## src/rtl/wb_decoder_pkg.sv

```systemverilog
// =============================================================================
// Module   : wb_decoder_pkg
// Purpose  : Shared types and constants for the four-slave Wishbone decoder.
// Revision : 1.0
// =============================================================================
`default_nettype none

package wb_decoder_pkg;

   typedef enum logic [1:0] {
      ST_IDLE = 2'd0,
      ST_BUSY = 2'd1,
      ST_ERR  = 2'd2
   } state_t;

   typedef logic [1:0] slv_idx_t;

   localparam logic [31:0] ERR_DATA = 32'hFFFF_FFFF;
   localparam int          CNT_W    = 8;

endpackage

`default_nettype wire

```

## src/rtl/wb_addr_match.sv

```systemverilog
// =============================================================================
// Module   : wb_addr_match
// Purpose  : Priority compare of the address top byte against four slave bases.
// Revision : 1.0
// =============================================================================
`default_nettype none

module wb_addr_match
   import wb_decoder_pkg::*;
#(
   parameter logic [7:0] S0_ADDR = 8'h00,
   parameter logic [7:0] S1_ADDR = 8'h01,
   parameter logic [7:0] S2_ADDR = 8'h02,
   parameter logic [7:0] S3_ADDR = 8'h03
) (
   input  logic [7:0] adr_hi_i,
   output logic       hit_o,
   output slv_idx_t   idx_o
);

   localparam logic [7:0] BASES [4] = '{S0_ADDR, S1_ADDR, S2_ADDR, S3_ADDR};

   logic [3:0] match;

   for (genvar i = 0; i < 4; i++) begin : g_cmp
      assign match[i] = (adr_hi_i == BASES[i]);
   end

   // Scanning downwards lets the lowest matching index overwrite higher ones.
   always_comb begin
      hit_o = 1'b0;
      idx_o = '0;
      for (int i = 3; i >= 0; i--) begin
         if (match[i]) begin
            hit_o = 1'b1;
            idx_o = slv_idx_t'(i);
         end
      end
   end

endmodule

`default_nettype wire

```

## src/rtl/wishbone_slave_decoder_4.sv

```systemverilog
// =============================================================================
// Module   : wishbone_slave_decoder_4
// Purpose  : One-master to four-slave Wishbone router with error termination.
//            Optional watchdog enabled by defining WB_DECODER_TIMEOUT_EN.
// Revision : 1.0
// =============================================================================
`default_nettype none

module wishbone_slave_decoder_4 #(
   parameter logic [7:0]  S0_ADDR        = 8'h00,
   parameter logic [7:0]  S1_ADDR        = 8'h01,
   parameter logic [7:0]  S2_ADDR        = 8'h02,
   parameter logic [7:0]  S3_ADDR        = 8'h03,
   parameter int unsigned TIMEOUT_CYCLES = 255
) (
   input  logic        clk,
   input  logic        rst,
   input  logic        m_we_i,
   input  logic        m_cyc_i,
   input  logic        m_stb_i,
   input  logic [3:0]  m_sel_i,
   input  logic [31:0] m_adr_i,
   input  logic [31:0] m_dat_i,
   output logic [31:0] m_dat_o,
   output logic        m_ack_o,
   output logic        m_int_o,
   output logic        bus_err_o,
   output logic        s0_we_o,  s0_cyc_o, s0_stb_o,
   output logic [3:0]  s0_sel_o,
   output logic [31:0] s0_adr_o, s0_dat_o,
   input  logic [31:0] s0_dat_i,
   input  logic        s0_ack_i, s0_int_i,
   output logic        s1_we_o,  s1_cyc_o, s1_stb_o,
   output logic [3:0]  s1_sel_o,
   output logic [31:0] s1_adr_o, s1_dat_o,
   input  logic [31:0] s1_dat_i,
   input  logic        s1_ack_i, s1_int_i,
   output logic        s2_we_o,  s2_cyc_o, s2_stb_o,
   output logic [3:0]  s2_sel_o,
   output logic [31:0] s2_adr_o, s2_dat_o,
   input  logic [31:0] s2_dat_i,
   input  logic        s2_ack_i, s2_int_i,
   output logic        s3_we_o,  s3_cyc_o, s3_stb_o,
   output logic [3:0]  s3_sel_o,
   output logic [31:0] s3_adr_o, s3_dat_o,
   input  logic [31:0] s3_dat_i,
   input  logic        s3_ack_i, s3_int_i
);

   import wb_decoder_pkg::*;

   if (TIMEOUT_CYCLES < 1 || TIMEOUT_CYCLES > 255) begin : g_bad_timeout
      $error("TIMEOUT_CYCLES must be within 1..255");
   end

   state_t      state_q, state_d;
   slv_idx_t    sel_q, sel_d;
   logic        int_q, int_d;
   logic        hit;
   slv_idx_t    hit_idx;
   logic        timeout;
   logic [3:0]  slv_en;
   logic [3:0]  s_ack;
   logic [31:0] s_dat [4];
   logic        sel_ack;
   logic [31:0] sel_dat;
   logic [31:0] fwd_adr;

   wb_addr_match #(
      .S0_ADDR (S0_ADDR),
      .S1_ADDR (S1_ADDR),
      .S2_ADDR (S2_ADDR),
      .S3_ADDR (S3_ADDR)
   ) u_match (
      .adr_hi_i (m_adr_i[31:24]),
      .hit_o    (hit),
      .idx_o    (hit_idx)
   );

   assign s_ack    = {s3_ack_i, s2_ack_i, s1_ack_i, s0_ack_i};
   assign s_dat[0] = s0_dat_i;
   assign s_dat[1] = s1_dat_i;
   assign s_dat[2] = s2_dat_i;
   assign s_dat[3] = s3_dat_i;
   assign sel_ack  = s_ack[sel_q];
   assign sel_dat  = s_dat[sel_q];
   assign int_d    = s0_int_i | s1_int_i | s2_int_i | s3_int_i;
   assign m_int_o  = int_q;

`ifdef WB_DECODER_TIMEOUT_EN
   localparam logic [CNT_W-1:0] TIMEOUT_VAL = CNT_W'(TIMEOUT_CYCLES);

   logic [CNT_W-1:0] cnt_q, cnt_d;

   assign timeout = (state_q == ST_BUSY) && (cnt_q == TIMEOUT_VAL);

   // Counts stalled strobe cycles; any path out of BUSY leaves it at zero.
   always_comb begin
      cnt_d = '0;
      if (state_q == ST_BUSY && !timeout && (m_cyc_i || sel_ack)) begin
         if (sel_ack)      cnt_d = '0;
         else if (m_stb_i) cnt_d = cnt_q + 1'b1;
         else              cnt_d = cnt_q;
      end
   end

   always_ff @(posedge clk) begin
      if (rst) cnt_q <= '0;
      else     cnt_q <= cnt_d;
   end
`else
   assign timeout = 1'b0;
`endif

   always_comb begin
      state_d   = state_q;
      sel_d     = sel_q;
      slv_en    = 4'b0000;
      m_ack_o   = 1'b0;
      m_dat_o   = 32'h0;
      bus_err_o = 1'b0;
      case (state_q)
         ST_IDLE: begin
            if (m_cyc_i && m_stb_i) begin
               if (hit) begin
                  state_d = ST_BUSY;
                  sel_d   = hit_idx;
               end else begin
                  state_d = ST_ERR;
               end
            end
         end
         ST_BUSY: begin
            if (timeout) begin
               state_d = ST_ERR;
            end else begin
               slv_en[sel_q] = 1'b1;
               m_ack_o       = sel_ack;
               m_dat_o       = sel_dat;
               if (!m_cyc_i && !sel_ack) state_d = ST_IDLE;
            end
         end
         ST_ERR: begin
            m_ack_o   = m_stb_i;
            m_dat_o   = ERR_DATA;
            bus_err_o = 1'b1;
            state_d   = ST_IDLE;
         end
         default: state_d = ST_IDLE;
      endcase
   end

   always_ff @(posedge clk) begin
      if (rst) begin
         state_q <= ST_IDLE;
         sel_q   <= '0;
         int_q   <= 1'b0;
      end else begin
         state_q <= state_d;
         sel_q   <= sel_d;
         int_q   <= int_d;
      end
   end

   // Slaves see the master bus with the top address byte stripped.
   assign fwd_adr = {8'h00, m_adr_i[23:0]};

   assign s0_we_o  = slv_en[0] & m_we_i;
   assign s0_cyc_o = slv_en[0] & m_cyc_i;
   assign s0_stb_o = slv_en[0] & m_stb_i;
   assign s0_sel_o = slv_en[0] ? m_sel_i : 4'h0;
   assign s0_adr_o = slv_en[0] ? fwd_adr : 32'h0;
   assign s0_dat_o = slv_en[0] ? m_dat_i : 32'h0;

   assign s1_we_o  = slv_en[1] & m_we_i;
   assign s1_cyc_o = slv_en[1] & m_cyc_i;
   assign s1_stb_o = slv_en[1] & m_stb_i;
   assign s1_sel_o = slv_en[1] ? m_sel_i : 4'h0;
   assign s1_adr_o = slv_en[1] ? fwd_adr : 32'h0;
   assign s1_dat_o = slv_en[1] ? m_dat_i : 32'h0;

   assign s2_we_o  = slv_en[2] & m_we_i;
   assign s2_cyc_o = slv_en[2] & m_cyc_i;
   assign s2_stb_o = slv_en[2] & m_stb_i;
   assign s2_sel_o = slv_en[2] ? m_sel_i : 4'h0;
   assign s2_adr_o = slv_en[2] ? fwd_adr : 32'h0;
   assign s2_dat_o = slv_en[2] ? m_dat_i : 32'h0;

   assign s3_we_o  = slv_en[3] & m_we_i;
   assign s3_cyc_o = slv_en[3] & m_cyc_i;
   assign s3_stb_o = slv_en[3] & m_stb_i;
   assign s3_sel_o = slv_en[3] ? m_sel_i : 4'h0;
   assign s3_adr_o = slv_en[3] ? fwd_adr : 32'h0;
   assign s3_dat_o = slv_en[3] ? m_dat_i : 32'h0;

endmodule

`default_nettype wire
```

## config.mk

```make
export PLATFORM = sky130hd
export DESIGN_NAME = wishbone_slave_decoder_4
export DESIGN_NICKNAME = d
export VERILOG_FILES = /design/src/rtl/wb_decoder_pkg.sv /design/src/rtl/wb_addr_match.sv /design/src/rtl/wishbone_slave_decoder_4.sv
export SDC_FILE = /design/constraint.sdc
export NUM_CORES = 1
export LEC_CHECK = 0
export CORE_AREA = 2 2 207 209
export CTS_CLUSTER_DIAMETER = 50
export CTS_CLUSTER_SIZE = 28
export DETAILED_ROUTE_END_ITERATION = 7
export DIE_AREA = 0 0 209 211
export MAX_ROUTING_LAYER = met4
export SYNTH_ARGS = -nofsm -noshare
export SYNTH_HDL_FRONTEND = slang
export SYNTH_HIERARCHICAL = 1
export SYNTH_SLANG_ARGS = --single-unit
export TNS_END_PERCENT = 10
```

## constraint.sdc

```tcl
create_clock -name clk -period 1.9 [get_ports clk]
set_clock_uncertainty 0.2 [all_clocks]
set_input_delay 0.19 -clock clk [delete_from_list [all_inputs] [get_ports clk]]
set_output_delay 0.19 -clock clk [all_outputs]
set_load 0.005 [all_outputs]
```

==> metrics.log, run 1 <==
[metrics] Die Width: 209 um
[metrics] failing checks: setup timing
[metrics] Data arrival, critical path: 1860 ps
[metrics] row cnt: 75
[metrics] Final GP Congestion: 0.819
[metrics] critical path class: reg2out
[metrics] Stages on worst setup path: 7
[metrics] ordered list of cells on the worst path: buf_6 > clkbuf_16 > buf_6 > mux4_2 > nand3_2 > nand2_1 > buf_2
[metrics] CTS max path bufs: 2
[metrics] count of placed standard cells including taps: 1515
[metrics] Clk Latency, worst-skew pair: 230 ps
[metrics] combined area of all synthesized cells: 3440 um2
[metrics] CP Launch Type: flop
[metrics] Num CTS Buffers: 3
[metrics] synthesized instance count: 471
[metrics] part of the power in combinational logic: 0.637
[metrics] vias per cell: 3.60
[metrics] switching power as a share of total power: 0.279
[metrics] final setup margin: -353 ps
[metrics] category of the worst setup path capture point: output pin
[metrics] worst-path fanout max: 8
[metrics] startpoint of the worst-slack reg-to-reg timing path: sel_q[0]
[metrics] max_cap viols: 0
[metrics] hold buffer count at CTS: 0
[metrics] Cell Pwr Density: 125 nW/um2
[metrics] largest delay contributor family on the critical path: buffers and inverters
[metrics] post-synth top area share: 0.458
[metrics] average footprint of a synthesized cell: 7.31 um2
[metrics] Bufs and invs on worst path: 4
[metrics] endpoint of the lowest-slack register-to-register path: state_q[1]
[metrics] final hold violations: 0
[metrics] FF+latch area: 113 um2
[metrics] drt wl/cell: 18.1 um
[metrics] CP Data Required Time: 1510 ps
[metrics] Netlist cell types: 32
[metrics] clock tree sinks: 5
[metrics] area taken by multi-input logic gates: 3360 um2
[metrics] placeable core region: 41800 um2
[metrics] number of H-tree levels: 1
[metrics] sum of routed wire length over all layers: 29.1 mm
[metrics] fill count: 4582
[metrics] sequential group share of total power: 0.083
[metrics] # nets final: 1277
[metrics] Max stage delay cell, worst path: sky130_fd_sc_hd__mux4_2
[metrics] shortest clock period the worst path allows after layout: 2250 ps
[metrics] clock transition at the register clock pins on the worst setup and hold paths after CTS: 40 ps
[metrics] sw power: 0.357 mW
[metrics] number of vias in the routed layout: 5791
[metrics] global-route wire length before repair: 33.5 mm
[metrics] number of buffer cells added on primary ports: 495
[metrics] Finished Core Util: 0.245
[metrics] post-DP HPWL: 20.9 mm
[metrics] Setup-failing EPs final: 263
[metrics] maximum number of pins on one net before global-route repair: 50
[metrics] number of cells on the worst reg-to-reg path: 7
[metrics] capturing element of the worst setup path: m_dat_o[30]
[metrics] Yosys warning total: 6
[metrics] outcome: complete, but fails checks
[metrics] Starting Density: 0.0825
[metrics] number of cells on the worst hold path: 3
[metrics] cell type with the largest total area after synthesis: sky130_fd_sc_hd__and2_1
[metrics] worst stage delay on the critical path: 510 ps
[metrics] Reg2Reg Setup Slack: 80 ps
[metrics] number of DRC violations after detailed routing: 0
[metrics] layout cell share with drive strength beyond 1: 0.537
[metrics] peak supply drop: 0.000207 V
[metrics] growth of design area from synthesis to finish: 197%
[metrics] DR pass1 iterations: 4
[metrics] clock tree from TritonCTS: done
[metrics] iteration-0 DRC count of the detailed router: 179
[metrics] filler-free cell count of the finished design: 1607
[metrics] Die Footprint: 44100 um2
[metrics] portion of the post-synthesis area used by sequential elements: 0.0291
[metrics] leading post-synthesis cells by cell area: sky130_fd_sc_hd__and2_1 46%, sky130_fd_sc_hd__mux4_2 21%, sky130_fd_sc_hd__buf_4 8.1%
[metrics] leftover overflow at the end of global routing: 0
[metrics] type of the most critical hold path: in2reg
[metrics] most numerous cell on the critical path: sky130_fd_sc_hd__buf_6
[metrics] clock share of power: 0.280
[metrics] hold slack final: 361 ps
[metrics] RSZ-0062 raised after global routing: yes
[metrics] number of antenna violations at the first check in global routing: 4
[metrics] overall power of the completed layout: 1.28 mW
[metrics] number of pins with negative max-slew slack in the final report: 0
[metrics] leakage power figure: 4.93 nW
[metrics] clock root buffer: sky130_fd_sc_hd__clkbuf_16
[metrics] maximum clock rate: 444 MHz
[metrics] All-Layer GR Usage: 0.105
[metrics] synthesized flop and latch total: 5
[metrics] post-route antenna net violation count: 0
[metrics] die outline height: 211 um
[metrics] cell internal pwr: 0.922 mW
[metrics] number of top-level design ports: 528
[metrics] Worst Setup SP: sel_q[0]
[metrics] share of the clock period used by the worst path after layout: 1.19
[metrics] number of global-route vias before repair: 5236
flip-flops by register name (all words and copies together) (netlist names):
name,cells
m_int_o,1
sel_q,2
state_q,2
metal layers:
layer / GRT usage / vias to the layer above / wire, um
li1: - / 2672 / -
met1: 0.112 / 2689 / 11400
met2: 0.199 / 381 / 14900
met3: 0.0175 / 49 / 1950
met4: 0.0300 / 0 / 833
met5: - / - / 0
cell families after synthesis:
family / Yosys count / share of synthesized area
simple gates: 341 / 0.587
compound gates: 4 / 0.00981
fa+ha+maj: 3 / 0.0109
other cells: 1 / 0.00109
buf+inv: 80 / 0.138
flops: 5 / 0.0291
mux: 37 / 0.224
power by group through the flow:
stage	Combinational, mW	Clock (mW)	Sequential [mW]
after floorplan	0.162	0	0.112
after global routing	0.860	0.377	0.107
after CTS	0.802	0.363	0.106
after detailed placement	0.766	0	0.111
final	0.815	0.358	0.107
after global placement	0.762	0	0.111
cell usage in the layout (no fill, tap or decap), types with 2 or more instances in the layout:
cell type / n
sky130_fd_sc_hd__ha_4: 2
sky130_fd_sc_hd__nand2_2: 3
sky130_fd_sc_hd__nand2_1: 33
sky130_fd_sc_hd__dfxtp_4: 3
sky130_fd_sc_hd__a221o_1: 2
sky130_fd_sc_hd__buf_2: 75
sky130_fd_sc_hd__diode_2: 4
sky130_fd_sc_hd__buf_16: 2
sky130_fd_sc_hd__buf_4: 55
sky130_fd_sc_hd__nor2_1: 4
sky130_fd_sc_hd__nand3_2: 24
sky130_fd_sc_hd__and2_4: 71
sky130_fd_sc_hd__buf_8: 12
sky130_fd_sc_hd__mux4_2: 32
sky130_fd_sc_hd__buf_6: 79
sky130_fd_sc_hd__clkdlybuf4s15_2: 31
sky130_fd_sc_hd__clkdlybuf4s50_1: 209
sky130_fd_sc_hd__and2_1: 181
sky130_fd_sc_hd__mux2i_1: 4
sky130_fd_sc_hd__nor2b_1: 2
sky130_fd_sc_hd__clkbuf_16: 17
sky130_fd_sc_hd__clkbuf_2: 123
sky130_fd_sc_hd__nand3_1: 9
sky130_fd_sc_hd__dlymetal6s2s_1: 7
sky130_fd_sc_hd__and3_1: 2
sky130_fd_sc_hd__buf_12: 26
sky130_fd_sc_hd__conb_1: 32
timing repair:
item / in CTS / in global routing
gates resized for setup: 348 / 676
setup endpoints to repair: 288 / 290
pin swaps: 13 / 36
cloned: 4 / 18
buffers inserted: 7 / 58
how the worst min path moves through the flow:
stage	end	start	slack [ps]
2_1_floorplan	m_int_o	rst	60
3_3_place_gp	state_q[1]	state_q[1]	380
3_5_place_dp	state_q[1]	state_q[1]	380
4_1_cts	m_int_o	s3_int_i	360
5_1_grt	m_int_o	s2_int_i	400
6_report	m_int_o	s3_int_i	360
per-stage QoR:
step / cell area, um2 / setup slack [ps] / setup TNS [ps]
final: 10200 / -353 / -38160
after global routing: 10200 / -392 / -56230
after CTS: 9650 / -500 / -89760
after detailed placement: 9350 / -326 / -72160
after global placement: 9350 / -335 / -68770
after floorplan: 3560 / 140 / 0
worst min-delay path: stages:
cell	delay, ps
sky130_fd_sc_hd__clkdlybuf4s50_1	450
sky130_fd_sc_hd__nor4_1	40
sky130_fd_sc_hd__nor2_1	70
layout make-up:
cell class / instances / area share
clock buffer: 3 / 0.00735
antenna: 4 / 0.000979
inverter: 3 / 0.00135
sequential: 5 / 0.0110
clock inverter: 1 / 0.000490
timing repair buffer: 635 / 0.584
multi-input combinational: 417 / 0.329
tap: 539 / 0.0660
synth_stat cells, drive strengths merged:
library cell,n
buf,47
a221oi,1
nor2,5
mux4,32
and3b,1
and3,3
nand2,36
ha,3
nand4,1
conb,1
dfxtp,5
a221o,2
o21ai,1
nand3,33
nor4,1
clkbuf,30
nor4b,2
mux2i,4
and2,252
nand2b,1
nor2b,2
nor3,1
nor3b,2
or4,1
inv,3
mux2,1
(Power assumes the default switching activity.)
==> run 2, diff against run 1 <==
--- a/config.mk
+++ b/config.mk
@@ -15,4 +15,3 @@
 export SYNTH_HDL_FRONTEND = slang
 export SYNTH_HIERARCHICAL = 1
 export SYNTH_SLANG_ARGS = --single-unit
-export TNS_END_PERCENT = 10
==> metrics.log, run 2 (synthesis results as in run 1) <==
[metrics] Min-Delay Startpoint: s3_int_i (unchanged)
[metrics] met1 wire length: 10.6 mm (was 11.4 mm)
[metrics] final hold violations: 0 (unchanged)
[metrics] CP Data Required Time: 1510 ps (about the same)
[metrics] peak supply drop: 0.000198 V (was 0.000207 V)
[metrics] cell internal pwr: 0.929 mW (was 0.922 mW)
[metrics] max_cap viols: 0 (unchanged)
[metrics] CTS max path bufs: 2 (unchanged)
[metrics] RSZ-0062 raised after global routing: yes (unchanged)
[metrics] Worst Setup SP: sel_q[0] (unchanged)
[metrics] leakage power figure: 4.85 nW (was 4.93 nW)
[metrics] placeable core region: 41800 um2 (unchanged)
[metrics] Cell Pwr Density: 126 nW/um2 (was 125 nW/um2)
[metrics] vias per cell: 3.53 (was 3.60)
[metrics] clock tree sinks: 5 (unchanged)
[metrics] sum of routed wire length over all layers: 27.5 mm (was 29.1 mm)
[metrics] outcome: complete, but fails checks (unchanged)
[metrics] clock root buffer: sky130_fd_sc_hd__clkbuf_16 (unchanged)
[metrics] failing checks: setup timing (unchanged)
[metrics] CP Launch Type: flop (unchanged)
[metrics] clock share of power: 0.283 (was 0.280)
[metrics] most common library cell in the layout ignoring fill and taps: sky130_fd_sc_hd__clkdlybuf4s50_1 (unchanged)
[metrics] number of vias in the routed layout: 5567 (was 5791)
[metrics] part of the power in combinational logic: 0.633 (was 0.637)
[metrics] worst-path fanout max: 13 (was 8)
[metrics] # nets final: 1245 (was 1277)
[metrics] number of antenna violations at the first check in global routing: 6 (was 4)
[metrics] Met2 Wirelength: 14.1 mm (was 14.9 mm)
[metrics] maximum clock rate: 421 MHz (was 444 MHz)
[metrics] Setup-failing EPs final: 286 (was 263)
[metrics] DR pass1 iterations: 5 (was 4)
[metrics] number of global-route vias before repair: 5256 (was 5236)
[metrics] layout cell share with drive strength beyond 1: 0.282 (was 0.537)
[metrics] number of H-tree levels: 1 (unchanged)
[metrics] final setup margin: -477 ps (was -353 ps)
[metrics] post-route antenna net violation count: 0 (unchanged)
[metrics] top layer used by detailed routing: met4 (unchanged)
[metrics] fill count: 4541 (was 4582)
[metrics] Num CTS Buffers: 3 (unchanged)
[metrics] Clk Latency, worst-skew pair: 230 ps (about the same)
[metrics] Final GP Congestion: 0.819 (unchanged)
[metrics] category of the worst setup path capture point: output pin (unchanged)
[metrics] Starting Density: 0.0825 (unchanged)
[metrics] number of pins with negative max-slew slack in the final report: 0 (unchanged)
[metrics] iteration-0 DRC count of the detailed router: 178 (was 179)
[metrics] maximum number of pins on one net before global-route repair: 50 (unchanged)
[metrics] overall power of the completed layout: 1.27 mW (was 1.28 mW)
[metrics] type of the most critical hold path: in2reg (unchanged)
[metrics] number of buffer cells added on primary ports: 495 (unchanged)
[metrics] critical path class: reg2out (unchanged)
[metrics] post-DP HPWL: 20.9 mm (unchanged)
[metrics] Setup TNS Final: -77370 ps (was -38160 ps)
[metrics] die outline height: 211 um (unchanged)
[metrics] Die Footprint: 44100 um2 (unchanged)
[metrics] global-route wire length before repair: 33.8 mm (was 33.5 mm)
[metrics] sequential group share of total power: 0.084 (was 0.083)
[metrics] number of top-level design ports: 528 (unchanged)
[metrics] share of the clock period used by the worst path after layout: 1.25 (was 1.19)
[metrics] Die Width: 209 um (unchanged)
[metrics] All-Layer GR Usage: 0.106 (was 0.105)
[metrics] leftover overflow at the end of global routing: 0 (unchanged)
[metrics] number of DRC violations after detailed routing: 0 (unchanged)
[metrics] sw power: 0.337 mW (was 0.357 mW)
[metrics] clock tree from TritonCTS: done (unchanged)
[metrics] row cnt: 75 (unchanged)
[metrics] total length of routed met3 wires: 1.96 mm (was 1.95 mm)
[metrics] Data arrival, critical path: 1990 ps (was 1860 ps)
[metrics] shortest clock period the worst path allows after layout: 2380 ps (was 2250 ps)
[metrics] growth of design area from synthesis to finish: 191% (was 197%)
[metrics] most frequent cells in the layout: 324 x sky130_fd_sc_hd__clkdlybuf4s50_1, 239 x sky130_fd_sc_hd__and2_1, 61 x sky130_fd_sc_hd__buf_4 (was 209 x sky130_fd_sc_hd__clkdlybuf4s50_1, 181 x sky130_fd_sc_hd__and2_1, 123 x sky130_fd_sc_hd__clkbuf_2)
[metrics] drt wl/cell: 17.4 um (was 18.1 um)
[metrics] switching power as a share of total power: 0.266 (was 0.279)
[metrics] clock transition at the register clock pins on the worst setup and hold paths after CTS: 40 ps (about the same)
[metrics] startpoint of the worst-slack reg-to-reg timing path: state_q[1] (was sel_q[0])
## run 2: changes by cell type in the layout (fill, tap and decap cells not counted), sizes merged
cell / previous run / this run
dlygate4sd2: 0 / 21
bufbuf: 1 / 2
clkbuf: 140 / 61
diode: 4 / 5
buf: 249 / 145
clkdlybuf4s15: 32 / 24
clkdlybuf4s50: 209 / 324
dlymetal6s2s: 7 / 29
## run 2: power groups by stage
stage	registers (mW)	logic [mW]	clock network [mW]
3_3_place_gp	0.111	0.762	0
5_1_grt	0.107	0.847	0.377
3_5_place_dp	0.111	0.766	0
2_1_floorplan	0.112	0.162	0
4_1_cts	0.106	0.805	0.363
6_report	0.107	0.802	0.358
## run 2: critical path, cell delays in order (launching register included)
cell	delay [ps]
sky130_fd_sc_hd__dfxtp_4	430
sky130_fd_sc_hd__buf_12	160
sky130_fd_sc_hd__and3b_4	230
sky130_fd_sc_hd__buf_12	140
sky130_fd_sc_hd__buf_12	150
sky130_fd_sc_hd__and2_1	130
sky130_fd_sc_hd__clkdlybuf4s50_1	500
## run 2: path summary, 6_finish.rpt
check	endpoint	slack (ps)	cells past startpoint
setup / recovery	s1_adr_o[12]	-480	6
hold / removal	m_int_o	360	3
hold reg to reg	state_q[0]	410	2
setup reg to reg	state_q[1]	50	7
## run 2: final cells by class
cell class                 instances  area, um2  area share
timing repair buffer             603       6070       0.605
clock buffer                       3       75.1     0.00748
tap                              539        674      0.0672
clock inverter                     1       5.00    0.000499
antenna                            5       12.5     0.00125
inverter                           3       13.8     0.00137
multi-input combinational        417       3070       0.306
sequential                         5        113      0.0112
## run 2: what timing repair did
| action | 4_1_cts | 5_1_grt |
|---|---|---|
| setup endpoints to repair | 288 | 290 |
| pin swaps | 7 | 4 |
| cloned | 6 | 13 |
| gates resized for setup | 201 | 237 |
| hold buffers | 0 | 0 |
| setup buffers | 9 | 25 |
## run 2: stage by stage
step                      area [um2]  hold slack [ps]  std cells  worst slack [ps]  utilization
final                          10000              362       1576              -477        0.240
after global routing           10000              398       1574              -548        0.240
after CTS                       9680              362       1533              -503        0.232
after detailed placement        9350              381       1515              -326        0.224
after global placement          9350              376       1515              -335        0.224
after floorplan                 3560             62.4        502               140            -
## run 2: per-layer routing
metal  vias up  global-route usage
met1      2539               0.113
met4         0              0.0315
li1       2606                   -
met5         -                   -
met3        42              0.0187
met2       380               0.201
==> run 3, diff against run 2 <==
--- a/config.mk
+++ b/config.mk
@@ -5,6 +5,7 @@
 export SDC_FILE = /design/constraint.sdc
 export NUM_CORES = 1
 export LEC_CHECK = 0
+export ABC_CLOCK_PERIOD_IN_PS = 1900
 export CORE_AREA = 2 2 207 209
 export CTS_CLUSTER_DIAMETER = 50
 export CTS_CLUSTER_SIZE = 28
==> results of run 3 <==
Final layout, timing and power as in run 2 (identical DEF).
